==> src/rtl/lv_owt_tx_arb_pkg.sv <==
// Shared types for the LV->HV one-wire transaction arbiter: FSM state
// encodings, OWT command codes and the fixed-priority requester pick.
package lv_owt_tx_arb_pkg;

  localparam int ARB_FSM_ST_W = 3;
  localparam int OWT_CMD_W    = 2;

  typedef enum logic [ARB_FSM_ST_W-1:0] {
    ARB_IDLE  = 3'd0,
    ARB_ISSUE = 3'd1,
    ARB_WAIT  = 3'd2,
    ARB_RETRY = 3'd3,
    ARB_ERR   = 3'd4,
    ARB_DONE  = 3'd5
  } arb_st_e;

  typedef enum logic [OWT_CMD_W-1:0] {
    OWT_CMD_WDG  = 2'b00,
    OWT_CMD_WR   = 2'b01,
    OWT_CMD_RD   = 2'b10,
    OWT_CMD_SCAN = 2'b11
  } owt_cmd_e;

  typedef struct packed {
    logic wdg;
    logic wr;
    logic rd;
    logic scan;
  } arb_req_t;

  function automatic logic arb_any(input arb_req_t req);
    return req.wdg | req.wr | req.rd | req.scan;
  endfunction

  // Highest-priority pending requester; only meaningful when arb_any() is true.
  function automatic owt_cmd_e arb_pick(input arb_req_t req);
    owt_cmd_e win;
    if (req.wdg) begin
      win = OWT_CMD_WDG;
    end else if (req.wr) begin
      win = OWT_CMD_WR;
    end else if (req.rd) begin
      win = OWT_CMD_RD;
    end else begin
      win = OWT_CMD_SCAN;
    end
    return win;
  endfunction

endpackage

==> src/rtl/lv_owt_tx_arb_if.sv <==
// Handshake bundle between the arbiter and the OWT tx/rx engine pair.
interface lv_owt_tx_arb_if #(
  parameter int ADDR_W = 7,
  parameter int DATA_W = 8
);
  import lv_owt_tx_arb_pkg::*;

  logic                 tx_vld;
  logic                 tx_rdy;
  logic [OWT_CMD_W-1:0] tx_cmd;
  logic [ADDR_W-1:0]    tx_addr;
  logic [DATA_W-1:0]    tx_data;
  logic                 rx_vld;
  logic                 rx_ok;
  logic [DATA_W-1:0]    rx_data;

  modport master (
    output tx_vld, tx_cmd, tx_addr, tx_data,
    input  tx_rdy, rx_vld, rx_ok, rx_data
  );

  modport slave (
    input  tx_vld, tx_cmd, tx_addr, tx_data,
    output tx_rdy, rx_vld, rx_ok, rx_data
  );

endinterface

==> src/rtl/lv_owt_scan_timer.sv <==
// Periodic HV status scan timer: raises scan_pend every SCAN_PRD_CYC cycles
// and flags a miss when a period elapses while the previous scan is still pending.
module lv_owt_scan_timer
  import lv_owt_tx_arb_pkg::*;
#(
  parameter int SCAN_PRD_CYC = 4095,
  parameter int SCAN_CNT_W   = 12
) (
  input  logic i_clk,
  input  logic i_rst_n,
  input  logic en,
  input  logic clr_pend,
  output logic o_scan_pend,
  output logic o_scan_miss
);

  logic [SCAN_CNT_W-1:0] cnt_q, cnt_d;
  logic                  pend_q, pend_d;
  logic                  miss_q, miss_d;

  // A wrap sets pend even when the grant is being cleared the same cycle: a new period has elapsed.
  always_comb begin
    cnt_d  = cnt_q;
    pend_d = pend_q;
    miss_d = 1'b0;
    if (!en) begin
      cnt_d  = '0;
      pend_d = 1'b0;
    end else if (cnt_q == SCAN_CNT_W'(SCAN_PRD_CYC - 1)) begin
      cnt_d  = '0;
      pend_d = 1'b1;
      miss_d = pend_q & ~clr_pend;
    end else begin
      cnt_d = cnt_q + SCAN_CNT_W'(1);
      if (clr_pend) begin
        pend_d = 1'b0;
      end else begin
        pend_d = pend_q;
      end
    end
  end

  // Timer state registers.
  always_ff @(posedge i_clk or negedge i_rst_n) begin
    if (!i_rst_n) begin
      cnt_q  <= '0;
      pend_q <= 1'b0;
      miss_q <= 1'b0;
    end else begin
      cnt_q  <= cnt_d;
      pend_q <= pend_d;
      miss_q <= miss_d;
    end
  end

  assign o_scan_pend = pend_q;
  assign o_scan_miss = miss_q;

endmodule

==> src/rtl/lv_owt_tx_arb.sv <==
// Arbitrates WDG / SPI write / SPI read / periodic scan requests onto the single
// OWT tx/rx engine pair, with response timeout, CRC-fail retry and com-error reporting.
module lv_owt_tx_arb
  import lv_owt_tx_arb_pkg::*;
#(
  parameter int                    OWT_ADDR_W   = 7,
  parameter int                    OWT_DATA_W   = 8,
  parameter int                    ACK_TMO_CYC  = 1023,
  parameter int                    TMO_CNT_W    = 10,
  parameter int                    RETRY_MAX    = 2,
  parameter int                    SCAN_PRD_CYC = 4095,
  parameter int                    SCAN_CNT_W   = 12,
  parameter logic [OWT_ADDR_W-1:0] SCAN_ADDR    = 7'h10
) (
  input  logic                    i_clk,
  input  logic                    i_rst_n,
  input  logic                    i_owt_com_en,
  input  logic                    i_wdg_scan_en,
  input  logic                    i_fsm_wdg_owt_tx_req,
  output logic                    o_fsm_owt_rx_ack,
  input  logic                    i_spi_wr_req,
  input  logic [OWT_ADDR_W-1:0]   i_spi_wr_addr,
  input  logic [OWT_DATA_W-1:0]   i_spi_wr_data,
  output logic                    o_spi_wr_ack,
  input  logic                    i_spi_rd_req,
  input  logic [OWT_ADDR_W-1:0]   i_spi_rd_addr,
  output logic                    o_spi_rd_ack,
  output logic                    o_rsp_err,
  output logic [OWT_DATA_W-1:0]   o_rsp_data,
  output logic                    o_scan_data_vld,
  output logic                    o_scan_miss,
  lv_owt_tx_arb_if.master         owt,
  output logic                    o_owt_com_err,
  output logic [ARB_FSM_ST_W-1:0] o_arb_cur_st
);

  // Sized so the counter can hold RETRY_MAX even when RETRY_MAX is 0.
  localparam int RTY_W = $clog2(RETRY_MAX + 2);

  arb_st_e               state_q, state_d;
  owt_cmd_e              cmd_q, cmd_d;
  logic [OWT_ADDR_W-1:0] addr_q, addr_d;
  logic [OWT_DATA_W-1:0] data_q, data_d;
  logic [TMO_CNT_W-1:0]  tmo_cnt_q, tmo_cnt_d;
  logic [RTY_W-1:0]      retry_cnt_q, retry_cnt_d;
  logic                  fail_q, fail_d;
  logic                  tx_vld_q, tx_vld_d;
  logic                  fsm_ack_q, fsm_ack_d;
  logic                  wr_ack_q, wr_ack_d;
  logic                  rd_ack_q, rd_ack_d;
  logic                  rsp_err_q, rsp_err_d;
  logic [OWT_DATA_W-1:0] rsp_data_q, rsp_data_d;
  logic                  scan_vld_q, scan_vld_d;
  logic                  com_err_q, com_err_d;

  arb_req_t              req_s;
  owt_cmd_e              win_s;
  logic                  ack_go_s;
  logic                  scan_clr_s;
  logic                  scan_pend_s;

  lv_owt_scan_timer #(
    .SCAN_PRD_CYC (SCAN_PRD_CYC),
    .SCAN_CNT_W   (SCAN_CNT_W)
  ) u_scan_timer (
    .i_clk       (i_clk),
    .i_rst_n     (i_rst_n),
    .en          (i_wdg_scan_en & i_owt_com_en),
    .clr_pend    (scan_clr_s),
    .o_scan_pend (scan_pend_s),
    .o_scan_miss (o_scan_miss)
  );

  assign req_s = {i_fsm_wdg_owt_tx_req, i_spi_wr_req, i_spi_rd_req, scan_pend_s};
  assign win_s = arb_pick(req_s);

  // Next-state and registered-output logic; acks are raised on the cycle that enters ARB_DONE.
  always_comb begin
    state_d     = state_q;
    cmd_d       = cmd_q;
    addr_d      = addr_q;
    data_d      = data_q;
    tmo_cnt_d   = tmo_cnt_q;
    retry_cnt_d = retry_cnt_q;
    fail_d      = fail_q;
    rsp_data_d  = rsp_data_q;
    tx_vld_d    = 1'b0;
    fsm_ack_d   = 1'b0;
    wr_ack_d    = 1'b0;
    rd_ack_d    = 1'b0;
    rsp_err_d   = 1'b0;
    scan_vld_d  = 1'b0;
    com_err_d   = 1'b0;
    ack_go_s    = 1'b0;
    scan_clr_s  = 1'b0;

    if (!i_owt_com_en) begin
      state_d     = ARB_IDLE;
      tmo_cnt_d   = '0;
      retry_cnt_d = '0;
      fail_d      = 1'b0;
    end else begin
      case (state_q)
        ARB_IDLE: begin
          if (arb_any(req_s)) begin
            state_d  = ARB_ISSUE;
            tx_vld_d = 1'b1;
            cmd_d    = win_s;
            case (win_s)
              OWT_CMD_WR: begin
                addr_d = i_spi_wr_addr;
                data_d = i_spi_wr_data;
              end
              OWT_CMD_RD: begin
                addr_d = i_spi_rd_addr;
                data_d = '0;
              end
              OWT_CMD_SCAN: begin
                addr_d = SCAN_ADDR;
                data_d = '0;
              end
              default: begin
                addr_d = '0;
                data_d = '0;
              end
            endcase
          end else begin
            state_d = ARB_IDLE;
          end
        end
        ARB_ISSUE: begin
          if (owt.tx_rdy) begin
            state_d   = ARB_WAIT;
            tmo_cnt_d = '0;
          end else begin
            tx_vld_d = 1'b1;
          end
        end
        ARB_WAIT: begin
          tmo_cnt_d = tmo_cnt_q + TMO_CNT_W'(1);
          // A good response in the timeout cycle still completes the transaction.
          if (owt.rx_vld && owt.rx_ok) begin
            state_d    = ARB_DONE;
            ack_go_s   = 1'b1;
            rsp_err_d  = fail_q;
            scan_vld_d = (cmd_q == OWT_CMD_SCAN);
            if ((cmd_q == OWT_CMD_RD) || (cmd_q == OWT_CMD_SCAN)) begin
              rsp_data_d = owt.rx_data;
            end else begin
              rsp_data_d = rsp_data_q;
            end
          end else if (owt.rx_vld || (tmo_cnt_q == TMO_CNT_W'(ACK_TMO_CYC - 1))) begin
            state_d = ARB_RETRY;
          end else begin
            state_d = ARB_WAIT;
          end
        end
        ARB_RETRY: begin
          if (retry_cnt_q == RTY_W'(RETRY_MAX)) begin
            state_d   = ARB_ERR;
            com_err_d = 1'b1;
            fail_d    = 1'b1;
          end else begin
            state_d     = ARB_ISSUE;
            retry_cnt_d = retry_cnt_q + RTY_W'(1);
            tx_vld_d    = 1'b1;
          end
        end
        ARB_ERR: begin
          state_d   = ARB_DONE;
          ack_go_s  = 1'b1;
          rsp_err_d = fail_q;
        end
        ARB_DONE: begin
          state_d     = ARB_IDLE;
          scan_clr_s  = (cmd_q == OWT_CMD_SCAN);
          retry_cnt_d = '0;
          fail_d      = 1'b0;
        end
        default: begin
          state_d = ARB_IDLE;
        end
      endcase
    end

    if (ack_go_s) begin
      case (cmd_q)
        OWT_CMD_WDG: fsm_ack_d = 1'b1;
        OWT_CMD_WR:  wr_ack_d  = 1'b1;
        OWT_CMD_RD:  rd_ack_d  = 1'b1;
        default:     fsm_ack_d = 1'b0;
      endcase
    end
  end

  // Arbiter state and output registers.
  always_ff @(posedge i_clk or negedge i_rst_n) begin
    if (!i_rst_n) begin
      state_q     <= ARB_IDLE;
      cmd_q       <= OWT_CMD_WDG;
      addr_q      <= '0;
      data_q      <= '0;
      tmo_cnt_q   <= '0;
      retry_cnt_q <= '0;
      fail_q      <= 1'b0;
      tx_vld_q    <= 1'b0;
      fsm_ack_q   <= 1'b0;
      wr_ack_q    <= 1'b0;
      rd_ack_q    <= 1'b0;
      rsp_err_q   <= 1'b0;
      rsp_data_q  <= '0;
      scan_vld_q  <= 1'b0;
      com_err_q   <= 1'b0;
    end else begin
      state_q     <= state_d;
      cmd_q       <= cmd_d;
      addr_q      <= addr_d;
      data_q      <= data_d;
      tmo_cnt_q   <= tmo_cnt_d;
      retry_cnt_q <= retry_cnt_d;
      fail_q      <= fail_d;
      tx_vld_q    <= tx_vld_d;
      fsm_ack_q   <= fsm_ack_d;
      wr_ack_q    <= wr_ack_d;
      rd_ack_q    <= rd_ack_d;
      rsp_err_q   <= rsp_err_d;
      rsp_data_q  <= rsp_data_d;
      scan_vld_q  <= scan_vld_d;
      com_err_q   <= com_err_d;
    end
  end

  assign owt.tx_vld       = tx_vld_q;
  assign owt.tx_cmd       = cmd_q;
  assign owt.tx_addr      = addr_q;
  assign owt.tx_data      = data_q;
  assign o_fsm_owt_rx_ack = fsm_ack_q;
  assign o_spi_wr_ack     = wr_ack_q;
  assign o_spi_rd_ack     = rd_ack_q;
  assign o_rsp_err        = rsp_err_q;
  assign o_rsp_data       = rsp_data_q;
  assign o_scan_data_vld  = scan_vld_q;
  assign o_owt_com_err    = com_err_q;
  assign o_arb_cur_st     = state_q;

endmodule

==> src/flat_wrapper.sv <==
// flat-port wrapper written by rule: the top's interface ports become plain ports
module lv_owt_tx_arb_flat import lv_owt_tx_arb_pkg::*;
#(
  parameter int                    OWT_ADDR_W   = 7,
  parameter int                    OWT_DATA_W   = 8,
  parameter int                    ACK_TMO_CYC  = 1023,
  parameter int                    TMO_CNT_W    = 10,
  parameter int                    RETRY_MAX    = 2,
  parameter int                    SCAN_PRD_CYC = 4095,
  parameter int                    SCAN_CNT_W   = 12,
  parameter logic [OWT_ADDR_W-1:0] SCAN_ADDR    = 7'h10
)
  (i_clk, i_rst_n, i_owt_com_en, i_wdg_scan_en, i_fsm_wdg_owt_tx_req, o_fsm_owt_rx_ack, i_spi_wr_req, i_spi_wr_addr, i_spi_wr_data, o_spi_wr_ack, i_spi_rd_req, i_spi_rd_addr, o_spi_rd_ack, o_rsp_err, o_rsp_data, o_scan_data_vld, o_scan_miss, o_owt_com_err, o_arb_cur_st, owt_tx_vld, owt_tx_cmd, owt_tx_addr, owt_tx_data, owt_tx_rdy, owt_rx_vld, owt_rx_ok, owt_rx_data);
  lv_owt_tx_arb_if #(.ADDR_W((7)), .DATA_W((8))) owt_i ();
  input  logic i_clk;
  input  logic i_rst_n;
  input  logic i_owt_com_en;
  input  logic i_wdg_scan_en;
  input  logic i_fsm_wdg_owt_tx_req;
  output logic o_fsm_owt_rx_ack;
  input  logic i_spi_wr_req;
  input  logic [OWT_ADDR_W-1:0] i_spi_wr_addr;
  input  logic [OWT_DATA_W-1:0] i_spi_wr_data;
  output logic o_spi_wr_ack;
  input  logic i_spi_rd_req;
  input  logic [OWT_ADDR_W-1:0] i_spi_rd_addr;
  output logic o_spi_rd_ack;
  output logic o_rsp_err;
  output logic [OWT_DATA_W-1:0] o_rsp_data;
  output logic o_scan_data_vld;
  output logic o_scan_miss;
  output logic o_owt_com_err;
  output logic [ARB_FSM_ST_W-1:0] o_arb_cur_st;
  output wire logic [$bits(owt_i.tx_vld)-1:0] owt_tx_vld;
  output wire logic [$bits(owt_i.tx_cmd)-1:0] owt_tx_cmd;
  output wire logic [$bits(owt_i.tx_addr)-1:0] owt_tx_addr;
  output wire logic [$bits(owt_i.tx_data)-1:0] owt_tx_data;
  input wire logic [$bits(owt_i.tx_rdy)-1:0] owt_tx_rdy;
  input wire logic [$bits(owt_i.rx_vld)-1:0] owt_rx_vld;
  input wire logic [$bits(owt_i.rx_ok)-1:0] owt_rx_ok;
  input wire logic [$bits(owt_i.rx_data)-1:0] owt_rx_data;
  assign owt_tx_vld = owt_i.tx_vld;
  assign owt_tx_cmd = owt_i.tx_cmd;
  assign owt_tx_addr = owt_i.tx_addr;
  assign owt_tx_data = owt_i.tx_data;
  assign owt_i.tx_rdy = owt_tx_rdy;
  assign owt_i.rx_vld = owt_rx_vld;
  assign owt_i.rx_ok = owt_rx_ok;
  assign owt_i.rx_data = owt_rx_data;
  lv_owt_tx_arb #(.OWT_ADDR_W(OWT_ADDR_W), .OWT_DATA_W(OWT_DATA_W), .ACK_TMO_CYC(ACK_TMO_CYC), .TMO_CNT_W(TMO_CNT_W), .RETRY_MAX(RETRY_MAX), .SCAN_PRD_CYC(SCAN_PRD_CYC), .SCAN_CNT_W(SCAN_CNT_W), .SCAN_ADDR(SCAN_ADDR)) u_core (.i_clk(i_clk), .i_rst_n(i_rst_n), .i_owt_com_en(i_owt_com_en), .i_wdg_scan_en(i_wdg_scan_en), .i_fsm_wdg_owt_tx_req(i_fsm_wdg_owt_tx_req), .o_fsm_owt_rx_ack(o_fsm_owt_rx_ack), .i_spi_wr_req(i_spi_wr_req), .i_spi_wr_addr(i_spi_wr_addr), .i_spi_wr_data(i_spi_wr_data), .o_spi_wr_ack(o_spi_wr_ack), .i_spi_rd_req(i_spi_rd_req), .i_spi_rd_addr(i_spi_rd_addr), .o_spi_rd_ack(o_spi_rd_ack), .o_rsp_err(o_rsp_err), .o_rsp_data(o_rsp_data), .o_scan_data_vld(o_scan_data_vld), .o_scan_miss(o_scan_miss), .owt(owt_i), .o_owt_com_err(o_owt_com_err), .o_arb_cur_st(o_arb_cur_st));
endmodule
==> config.mk <==
export PLATFORM = sky130hd
export DESIGN_NAME = lv_owt_tx_arb_flat
export DESIGN_NICKNAME = d
export VERILOG_FILES = /design/src/rtl/lv_owt_tx_arb_pkg.sv /design/src/rtl/lv_owt_tx_arb_if.sv /design/src/rtl/lv_owt_scan_timer.sv /design/src/rtl/lv_owt_tx_arb.sv /design/src/flat_wrapper.sv
export SDC_FILE = /design/constraint.sdc
export NUM_CORES = 1
export LEC_CHECK = 0
export BUFFER_PORTS_ARGS = -buffer_cell sky130_fd_sc_hd__buf_2
export CORE_UTILIZATION = 35
export DETAILED_ROUTE_END_ITERATION = 12
export GPL_TIMING_DRIVEN = 0
export HOLD_SLACK_MARGIN = 0.1
export PLACE_DENSITY_LB_ADDON = 0.05
export SYNTH_ARGS = -nofsm -noshare
export SYNTH_HDL_FRONTEND = slang
export SYNTH_SLANG_ARGS = --single-unit
==> constraint.sdc <==
create_clock -name i_clk -period 2 [get_ports i_clk]
set_clock_uncertainty 0.1 [all_clocks]
set_input_delay 0.1 -clock i_clk [delete_from_list [all_inputs] [get_ports i_clk]]
set_output_delay 0.1 -clock i_clk [all_outputs]
set_load 0.05 [all_outputs]
==> metrics.txt, run 1 <==
# TYPE chip_impl_metric gauge
chip_impl_metric{name="synth.distinct_cells",unit=""} 42
chip_impl_metric{name="worst-slew-pin-transition",unit="ns"} 0.7827
chip_impl_metric{name="finalHoldViolations",unit=""} 0
chip_impl_metric{name="die_h",unit="um"} 93.60
chip_impl_metric{name="route.detailed.wl_per_inst",unit="um"} 13.08
chip_impl_metric{name="power_dens_cells",unit="nW/um^2"} 794.2
chip_impl_metric{name="htreeDepth",unit=""} 3
chip_impl_metric{name="worst_ir_drop_vdd",unit="uV"} 499.6
chip_impl_info{name="tritoncts_clock_tree",value="done"} 1
chip_impl_info{name="yosys_most_used_dff",value="dfrtp_1"} 1
chip_impl_metric{name="floorplan.core_area",unit="sq um"} 8175
chip_impl_metric{name="ant_nets",unit=""} 0
chip_impl_metric{name="xor_xnor_share_of_the_synthesized_area",unit="%"} 3.877
chip_impl_metric{name="comb_power_share",unit="%"} 21.8
chip_impl_metric{name="die_area",unit="sq um"} 8760
chip_impl_info{name="critPathLaunchType",value="flop"} 1
chip_impl_metric{name="synth-edff-count",unit=""} 0
chip_impl_metric{name="intPower",unit="W"} 0.002137
chip_impl_metric{name="mappedNetlistNets",unit=""} 340
chip_impl_metric{name="power.net_switching",unit="W"} 0.001058
chip_impl_metric{name="share_of_flip_flops_with_an_asynchronous_set_or_reset_after_synthesis",unit="%"} 100.0
chip_impl_metric{name="yosysSeqAreaShare",unit="%"} 52.83
chip_impl_metric{name="sequential_fraction_of_design_power",unit="%"} 43.6
chip_impl_metric{name="groute.usage.overall",unit="%"} 17.53
chip_impl_metric{name="fraction_of_the_mapped_netlist_area_in_compound_gates",unit="%"} 12.10
chip_impl_info{name="netlist.top_cell.by_area",value="dfrtp_1"} 1
chip_impl_metric{name="flow.area_growth_from_synthesis",unit="%"} 36.98
chip_impl_metric{name="dp_hpwl",unit="mm"} 4.518
chip_impl_metric{name="drive_gt1_share",unit="%"} 27.73
chip_impl_metric{name="r2r.worst_path.cells",unit=""} 5
chip_impl_metric{name="finalCriticalPeriod",unit="ns"} 1.861
chip_impl_metric{name="post_cts_buffers",unit=""} 0
chip_impl_metric{name="clockPowerShare",unit="%"} 34.7
chip_impl_info{name="setup.worst_path.class",value="reg2reg"} 1
chip_impl_metric{name="design.portCount",unit=""} 76
chip_impl_metric{name="floorplan.initialDensity",unit="%"} 35.92
chip_impl_metric{name="maxSlewViolCount",unit=""} 0
chip_impl_metric{name="row_count",unit=""} 33
chip_impl_info{name="cts-root-buf",value="clkbuf_8"} 1
chip_impl_metric{name="post-route-drc-count",unit=""} 0
chip_impl_info{name="end_kind",value="flop"} 1
chip_impl_metric{name="num-nets-final",unit=""} 462
chip_impl_metric{name="fin_crit_sh",unit="%"} 93.04
chip_impl_metric{name="avgSynthCellArea",unit="sq um"} 9.954
chip_impl_metric{name="setup_viol",unit=""} 0
chip_impl_metric{name="grt_first_pass_wirelength",unit="mm"} 11.76
chip_impl_metric{name="critPathMaxFanout",unit=""} 10
chip_impl_metric{name="slew-limit-headroom",unit="%"} 47.82
chip_impl_info{name="hold_class",value="in2reg"} 1
chip_impl_metric{name="drt_iter0_drc",unit=""} 60
chip_impl_metric{name="maxCapViolations",unit=""} 0
chip_impl_metric{name="postLayoutSetupSlackWorst",unit="ns"} 0.1392
chip_impl_metric{name="vias",unit=""} 2504
chip_impl_metric{name="synth.yosys.warnings",unit=""} 0
chip_impl_metric{name="synth-adder-area-share",unit="%"} 2.130
chip_impl_info{name="main_combinational_cell_family_by_area_after_synthesis",value="simple AND/OR/NAND/NOR gates"} 1
chip_impl_metric{name="place_congestion",unit=""} 0.7489
chip_impl_info{name="status",value="completed"} 1
chip_impl_metric{name="maxClockFrequency",unit="MHz"} 537.4
chip_impl_info{name="grt_setup_unrepaired",value="false"} 1
chip_impl_metric{name="synth_top_area_share",unit="%"} 52.83
chip_impl_metric{name="clkSinkCount",unit=""} 62
chip_impl_metric{name="grt_pass1_vias",unit=""} 2492
chip_impl_metric{name="synth.mux.area_fraction",unit="%"} 3.749
chip_impl_metric{name="port_buffer_count",unit=""} 73
chip_impl_info{name="synth_common_cells",value="62 x dfrtp_1, 50 x nand2_1, 24 x nor2_1"} 1
chip_impl_metric{name="clock_tree_buffer_depth",unit=""} 2
chip_impl_metric{name="drt_pass1_iterations",unit=""} 4
chip_impl_metric{name="die_w",unit="um"} 93.60
chip_impl_info{name="post_synth_main_area_contributors",value="dfrtp_1 53%, nand2_1 6.4%, mux2_2 3.1%"} 1
chip_impl_metric{name="critical_path_arrival",unit="ns"} 2.04
chip_impl_metric{name="vias_per_cell",unit=""} 4.751
chip_impl_metric{name="grt.overflow.total",unit=""} 0
chip_impl_metric{name="antenna_found_initial",unit=""} 0
chip_impl_metric{name="place_ws",unit="ns"} 0.06407
chip_impl_metric{name="antenna-diode-count",unit=""} 0
chip_impl_metric{name="power.switching_fraction",unit="%"} 33.12
chip_impl_metric{name="post_synth_instance_area",unit="sq um"} 2937
chip_impl_metric{name="tritoncts.num_buffers",unit=""} 9
chip_impl_metric{name="whs_path_depth",unit=""} 4
chip_impl_metric{name="cp.required",unit="ns"} 2.18
chip_impl_info{name="yosys.cell_count.top_type",value="dfrtp_1"} 1
chip_impl_metric{name="post_synth_and_or_nand_nor_area_fraction",unit="%"} 21.82
chip_impl_metric{name="setup-tns-final",unit="ns"} 0
chip_impl_metric{name="ys_seq_elements",unit=""} 62
chip_impl_metric{name="cellLeakagePower",unit="nW"} 1.921
chip_impl_metric{name="path_clk_slew",unit="ns"} 0.07
chip_impl_metric{name="routed_wirelength",unit="mm"} 6.893
chip_impl_metric{name="clock_latency",unit="ns"} 0.34
chip_impl_metric{name="post_synth_inst_count",unit=""} 295
chip_impl_metric{name="grt_start_max_net_pins",unit=""} 63
[through the flow]
stage	hold WS (ns)	util (%)	power (W)	std cells	area, sq um
after CTS	0.1245	49.10	0.003255	527	4014
final	0.1485	49.20	0.003195	527	4023
after floorplan	-0.2956	-	0.001853	295	2937
after global routing	0.1569	49.20	0.003374	527	4023
after global placement	0.2313	42.00	0.002048	473	3433
after detailed placement	0.1490	42.03	0.002053	473	3436
[cell usage in the layout, fill, tap and decap left out, types with 6 or more instances in the layout]
cell type / n
dfrtp_1: 62
o21ai_0: 16
a21oi_1: 15
nor2b_1: 9
xor2_1: 9
dlygate4sd3_1: 38
nand3_1: 7
nor2_1: 24
or3_1: 6
mux2_2: 8
inv_1: 6
nand2_1: 50
clkbuf_8: 9
buf_2: 76
[metal layers]
metal  vias to the layer above  GRT usage (%)  share of wire, %
li1                       1257              -                 -
met1                      1190          22.07                47
met2                        50          28.86                48
met3                         7          5.203               4.1
met4                         0          5.385               1.3
met5                         -              0                 0
[timing repair]
item	CTS	global route
resized for setup	0	7
endpoints found under the setup margin	0	10
hold endpoints to repair	93	0
hold buffers	38	0
[cell type report]
type / count / area, sq um
Multi-Input combinational cell: 213 / 1287
Inverter: 6 / 22.52
Tap cell: 105 / 131.4
Sequential cell: 62 / 1551
Buffer: 14 / 83.83
Fill cell: 819 / 4153
Clock buffer: 9 / 123.9
Clock inverter: 7 / 73.82
Timing Repair Buffer: 111 / 748.2
[power by group through the flow]
stage                     Sequential, W  Clock, W  Combinational [W]
final                           0.00139   0.00111           0.000696
after CTS                       0.00139   0.00116           0.000700
after global placement          0.00141         0           0.000635
after detailed placement        0.00142         0           0.000638
after global routing            0.00140   0.00122           0.000751
after floorplan                 0.00166         0           0.000196
[sequential cells by signal, indices dropped and copies added, names as in the netlist, 2 cells and up]
register / count
u_core.retry_cnt_q: 2
u_core.owt.tx_data: 8
u_core.u_scan_timer.cnt_q: 12
u_core.owt.tx_addr: 7
u_core.o_arb_cur_st: 3
u_core.o_rsp_data: 8
u_core.tmo_cnt_q: 10
u_core.owt.tx_cmd: 2
[cells by family (layout without fill, tap and decap cells)]
family	after synthesis	in the layout
buffers and inverters	20	147
AND/OR/NAND/NOR	129	129
XOR/XNOR	13	13
multiplexers	10	10
flip-flops	62	62
adder cells (fa/ha/maj)	5	5
AO/OA/AOI/OAI	56	56
[critical path, cell delays in order, from the launching register on]
cell and delay [ns]:
dfrtp_1 0.50, clkbuf_2 0.27, nor2b_1 0.19, nand2_1 0.07, a21oi_1 0.12, dlygate4sd3_1 0.55
[path summary, 6_finish.rpt]
kind | slack (ns) | from | end
min | 0.15 | owt_rx_ok | u_core.o_scan_data_vld$_DFF_PN0_
max | 0.14 | u_core.o_arb_cur_st[1]$_DFFE_PN0P_ | u_core.o_arb_cur_st[1]$_DFFE_PN0P_
max in group asynchronous | 0.99 | i_rst_n | u_core.owt.tx_data[7]$_DFFE_PN0P_
max reg2reg | 0.14 | u_core.o_arb_cur_st[1]$_DFFE_PN0P_ | u_core.o_arb_cur_st[1]$_DFFE_PN0P_
min in group asynchronous | 0.29 | i_rst_n | u_core.o_rsp_data[1]$_DFFE_PN0P_
min reg2reg | 0.38 | u_core.owt.tx_data[2]$_DFFE_PN0P_ | u_core.owt.tx_data[2]$_DFFE_PN0P_
Note: power is estimated with default switching activity, not from simulation.
==> run 2: changes to the inputs <==
- CORE_UTILIZATION: 35 -> 25
- CTS_BUF_LIST: not set -> sky130_fd_sc_hd__clkbuf_16
==> metrics.txt, run 2 (same netlist as run 1, synthesis figures left out) <==
# TYPE chip_impl_metric gauge
chip_impl_info{name="status",value="completed"} 1
chip_impl_metric{name="finalCriticalPeriod",unit="ns"} 1.913
chip_impl_metric{name="clock_latency",unit="ns"} 0.33
chip_impl_metric{name="grt_use_met2",unit="%"} 21.69
chip_impl_metric{name="r2r.worst_path.cells",unit=""} 5
chip_impl_metric{name="fin_crit_sh",unit="%"} 95.63
chip_impl_metric{name="multi_input_comb_area",unit="sq um"} 1294
chip_impl_metric{name="tritoncts.num_buffers",unit=""} 9
chip_impl_info{name="critPathLaunchType",value="flop"} 1
chip_impl_metric{name="drt_pass1_iterations",unit=""} 4
chip_impl_metric{name="die_w",unit="um"} 110.4
chip_impl_metric{name="path_clk_slew",unit="ns"} 0.05
chip_impl_metric{name="route.detailed.wl_per_inst",unit="um"} 13.48
chip_impl_metric{name="drt_iter0_drc",unit=""} 65
chip_impl_metric{name="regArea",unit="sq um"} 1551
chip_impl_info{name="largest_register",value="u_core.u_scan_timer.cnt_q"} 1
chip_impl_metric{name="worst_ir_drop_vdd",unit="uV"} 279.3
chip_impl_metric{name="slew-limit-headroom",unit="%"} 45.38
chip_impl_metric{name="drive_gt1_share",unit="%"} 26.86
chip_impl_metric{name="htreeDepth",unit=""} 3
chip_impl_info{name="commonest_non_fill_non_tap_cell_in_the_layout",value="buf_2"} 1
chip_impl_info{name="worstSetupStartpoint",value="u_core.o_arb_cur_st[0]$_DFFE_PN0P_"} 1
chip_impl_info{name="tritoncts_clock_tree",value="done"} 1
chip_impl_metric{name="die_h",unit="um"} 110.4
chip_impl_metric{name="vias_per_cell",unit=""} 4.493
chip_impl_metric{name="power.switching_fraction",unit="%"} 30.92
chip_impl_metric{name="layout.cells.non_filler",unit=""} 560
chip_impl_metric{name="clkSinkCount",unit=""} 62
chip_impl_metric{name="place_congestion",unit=""} 0.7612
chip_impl_info{name="critical_path.reg2reg.startpoint",value="u_core.o_arb_cur_st[0]$_DFFE_PN0P_"} 1
chip_impl_metric{name="final_instance_area",unit="sq um"} 4100
chip_impl_metric{name="port_buffer_count",unit=""} 73
chip_impl_metric{name="ant_nets",unit=""} 0
chip_impl_metric{name="maxClockFrequency",unit="MHz"} 522.9
chip_impl_info{name="grt_setup_unrepaired",value="false"} 1
chip_impl_metric{name="power_dens_cells",unit="nW/um^2"} 832.7
chip_impl_metric{name="row_count",unit=""} 39
chip_impl_metric{name="setup.reg_to_reg.worst_slack",unit="ns"} 0.09
chip_impl_info{name="end_kind",value="flop"} 1
chip_impl_metric{name="place.detailed.instances",unit=""} 511
chip_impl_metric{name="nFillCells",unit=""} 1249
chip_impl_info{name="timing.critical_path.to",value="u_core.o_arb_cur_st[1]$_DFFE_PN0P_"} 1
chip_impl_metric{name="maxCapViolations",unit=""} 0
chip_impl_metric{name="clockPowerShare",unit="%"} 38.7
chip_impl_metric{name="power.net_switching",unit="W"} 0.001056
chip_impl_metric{name="setup_viol",unit=""} 0
chip_impl_metric{name="flow.area_growth_from_synthesis",unit="%"} 39.62
chip_impl_metric{name="intPower",unit="W"} 0.002359
chip_impl_metric{name="cp.required",unit="ns"} 2.11
chip_impl_metric{name="sequential_fraction_of_design_power",unit="%"} 40.9
chip_impl_metric{name="clock_tree_buffer_depth",unit=""} 2
chip_impl_metric{name="finalHoldViolations",unit=""} 0
chip_impl_metric{name="largest_reg_flops",unit=""} 12
chip_impl_metric{name="groute.usage.overall",unit="%"} 13.94
chip_impl_metric{name="use_met1",unit="%"} 17.78
chip_impl_info{name="biggest_regs",value="u_core.u_scan_timer.cnt_q (12), u_core.tmo_cnt_q (10)"} 1
chip_impl_metric{name="antenna-diode-count",unit=""} 0
chip_impl_metric{name="vias",unit=""} 2516
chip_impl_info{name="layout_common_cells",value="76 x buf_2, 62 x dfrtp_1, 50 x nand2_1, 36 x dlygate4sd3_1, 24 x nor2_1"} 1
chip_impl_info{name="cts-root-buf",value="clkbuf_16"} 1
chip_impl_metric{name="design.portCount",unit=""} 76
chip_impl_info{name="hold_class",value="in2reg"} 1
chip_impl_metric{name="die_area",unit="sq um"} 12180
chip_impl_metric{name="num-nets-final",unit=""} 460
chip_impl_metric{name="comb_power_share",unit="%"} 20.4
chip_impl_metric{name="use_met3",unit="%"} 3.292
chip_impl_metric{name="dpl_cell_area",unit="sq um"} 3483
chip_impl_metric{name="worst-slew-pin-transition",unit="ns"} 0.8192
chip_impl_metric{name="critPathMaxFanout",unit=""} 10
chip_impl_metric{name="floorplan.initialDensity",unit="%"} 25.72
chip_impl_info{name="critical_path.reg2reg.endpoint",value="u_core.o_arb_cur_st[1]$_DFFE_PN0P_"} 1
chip_impl_metric{name="floorplan.core_area",unit="sq um"} 11420
chip_impl_metric{name="grt_pass1_vias",unit=""} 2517
chip_impl_metric{name="critical_path_arrival",unit="ns"} 2.02
chip_impl_metric{name="cellLeakagePower",unit="nW"} 1.933
chip_impl_metric{name="postLayoutSetupSlackWorst",unit="ns"} 0.08745
chip_impl_metric{name="antenna_found_initial",unit=""} 0
chip_impl_metric{name="grt_start_max_net_pins",unit=""} 63
chip_impl_metric{name="routed_wirelength",unit="mm"} 7.551
chip_impl_metric{name="setup-tns-final",unit="ns"} 0
chip_impl_info{name="hold_path.startpoint",value="i_spi_rd_addr[3]"} 1
chip_impl_metric{name="grt.overflow.total",unit=""} 0
chip_impl_metric{name="place_ws",unit="ns"} -0.05038
chip_impl_metric{name="post-route-drc-count",unit=""} 0
chip_impl_metric{name="grt_first_pass_wirelength",unit="mm"} 12.56
chip_impl_info{name="grt.busiest_layer",value="met2"} 1
chip_impl_metric{name="maxSlewViolCount",unit=""} 0
chip_impl_metric{name="dp_hpwl",unit="mm"} 5.188
chip_impl_info{name="setup.worst_path.class",value="reg2reg"} 1
==> run 2: cell types whose count changed in the layout (fill, tap and decap cells not counted), sizes merged <==
| cell | delta |
|---|---|
| inv | -1 |
| buf | +1 |
| clkinvlp | -1 |
| clkbuf | -1 |
| dlygate4sd3 | -2 |
| bufinv | -1 |
==> run 2: worst min path at each step <==
stage / to / slack [ns] / depth (start not counted)
4_1_cts: u_core.owt.tx_addr[3]$_DFFE_PN0P_ / 0.10 / 5
2_1_floorplan: u_core.fail_q$_DFFE_PN0P_ / -0.30 / 0
3_3_place_gp: u_core.o_rsp_data[5]$_DFFE_PN0P_ / 0.23 / 2
5_1_grt: u_core.owt.tx_addr[4]$_DFFE_PN0P_ / 0.14 / 5
3_5_place_dp: u_core.o_rsp_data[1]$_DFFE_PN0P_ / 0.16 / 1
6_report: u_core.owt.tx_addr[3]$_DFFE_PN0P_ / 0.11 / 5
==> run 2: worst max-delay path, cell delays in order, from the launching register on <==
cell and delay, ns:
dfrtp_1 0.49, buf_1 0.39, nor2b_1 0.12, nand2_1 0.09, a21oi_1 0.06, dlygate4sd3_1 0.55
==> run 2: what timing repair did <==
action / 4_1_cts / 5_1_grt
endpoints found under the hold margin: 93 / 0
pin swaps: 0 / 0
hold buffers: 36 / 0
setup endpoints to repair: 8 / 18
buffers inserted: 0 / 0
gates resized for setup: 1 / 6
==> run 2: layout make-up <==
cell class	count	area share, %
flip-flops and latches	62	37.84
multi-input cells	213	31.55
repair buffers	109	17.76
clock buffers	9	5.493
well taps	143	4.364
plain buffers	14	2.014
inverters	6	0.5493
clock inverters	4	0.4272
==> run 2: through the flow <==
step,utilization [%],hold slack (ns),power [W]
final,35.91,0.1135,0.003414
after CTS,35.83,0.1010,0.003468
after global placement,30.48,0.2337,0.002063
after detailed placement,30.51,0.1633,0.002066
after floorplan,-,-0.2956,0.001853
after global routing,35.91,0.1412,0.003587
==> run 2: per-layer routing <==
metal	routed length (um)	share of wire, %
met5	0	0
met3	343	4.5
met2	3508	46
met4	145	1.9
met1	3554	47
==> run 2: power by group through the flow <==
stage	Sequential, W	Combinational [W]	Clock [W]
4_1_cts	0.00140	0.000706	0.00136
3_5_place_dp	0.00142	0.000647	0
6_report	0.00140	0.000697	0.00132
2_1_floorplan	0.00166	0.000196	0
3_3_place_gp	0.00142	0.000647	0
5_1_grt	0.00141	0.000758	0.00142
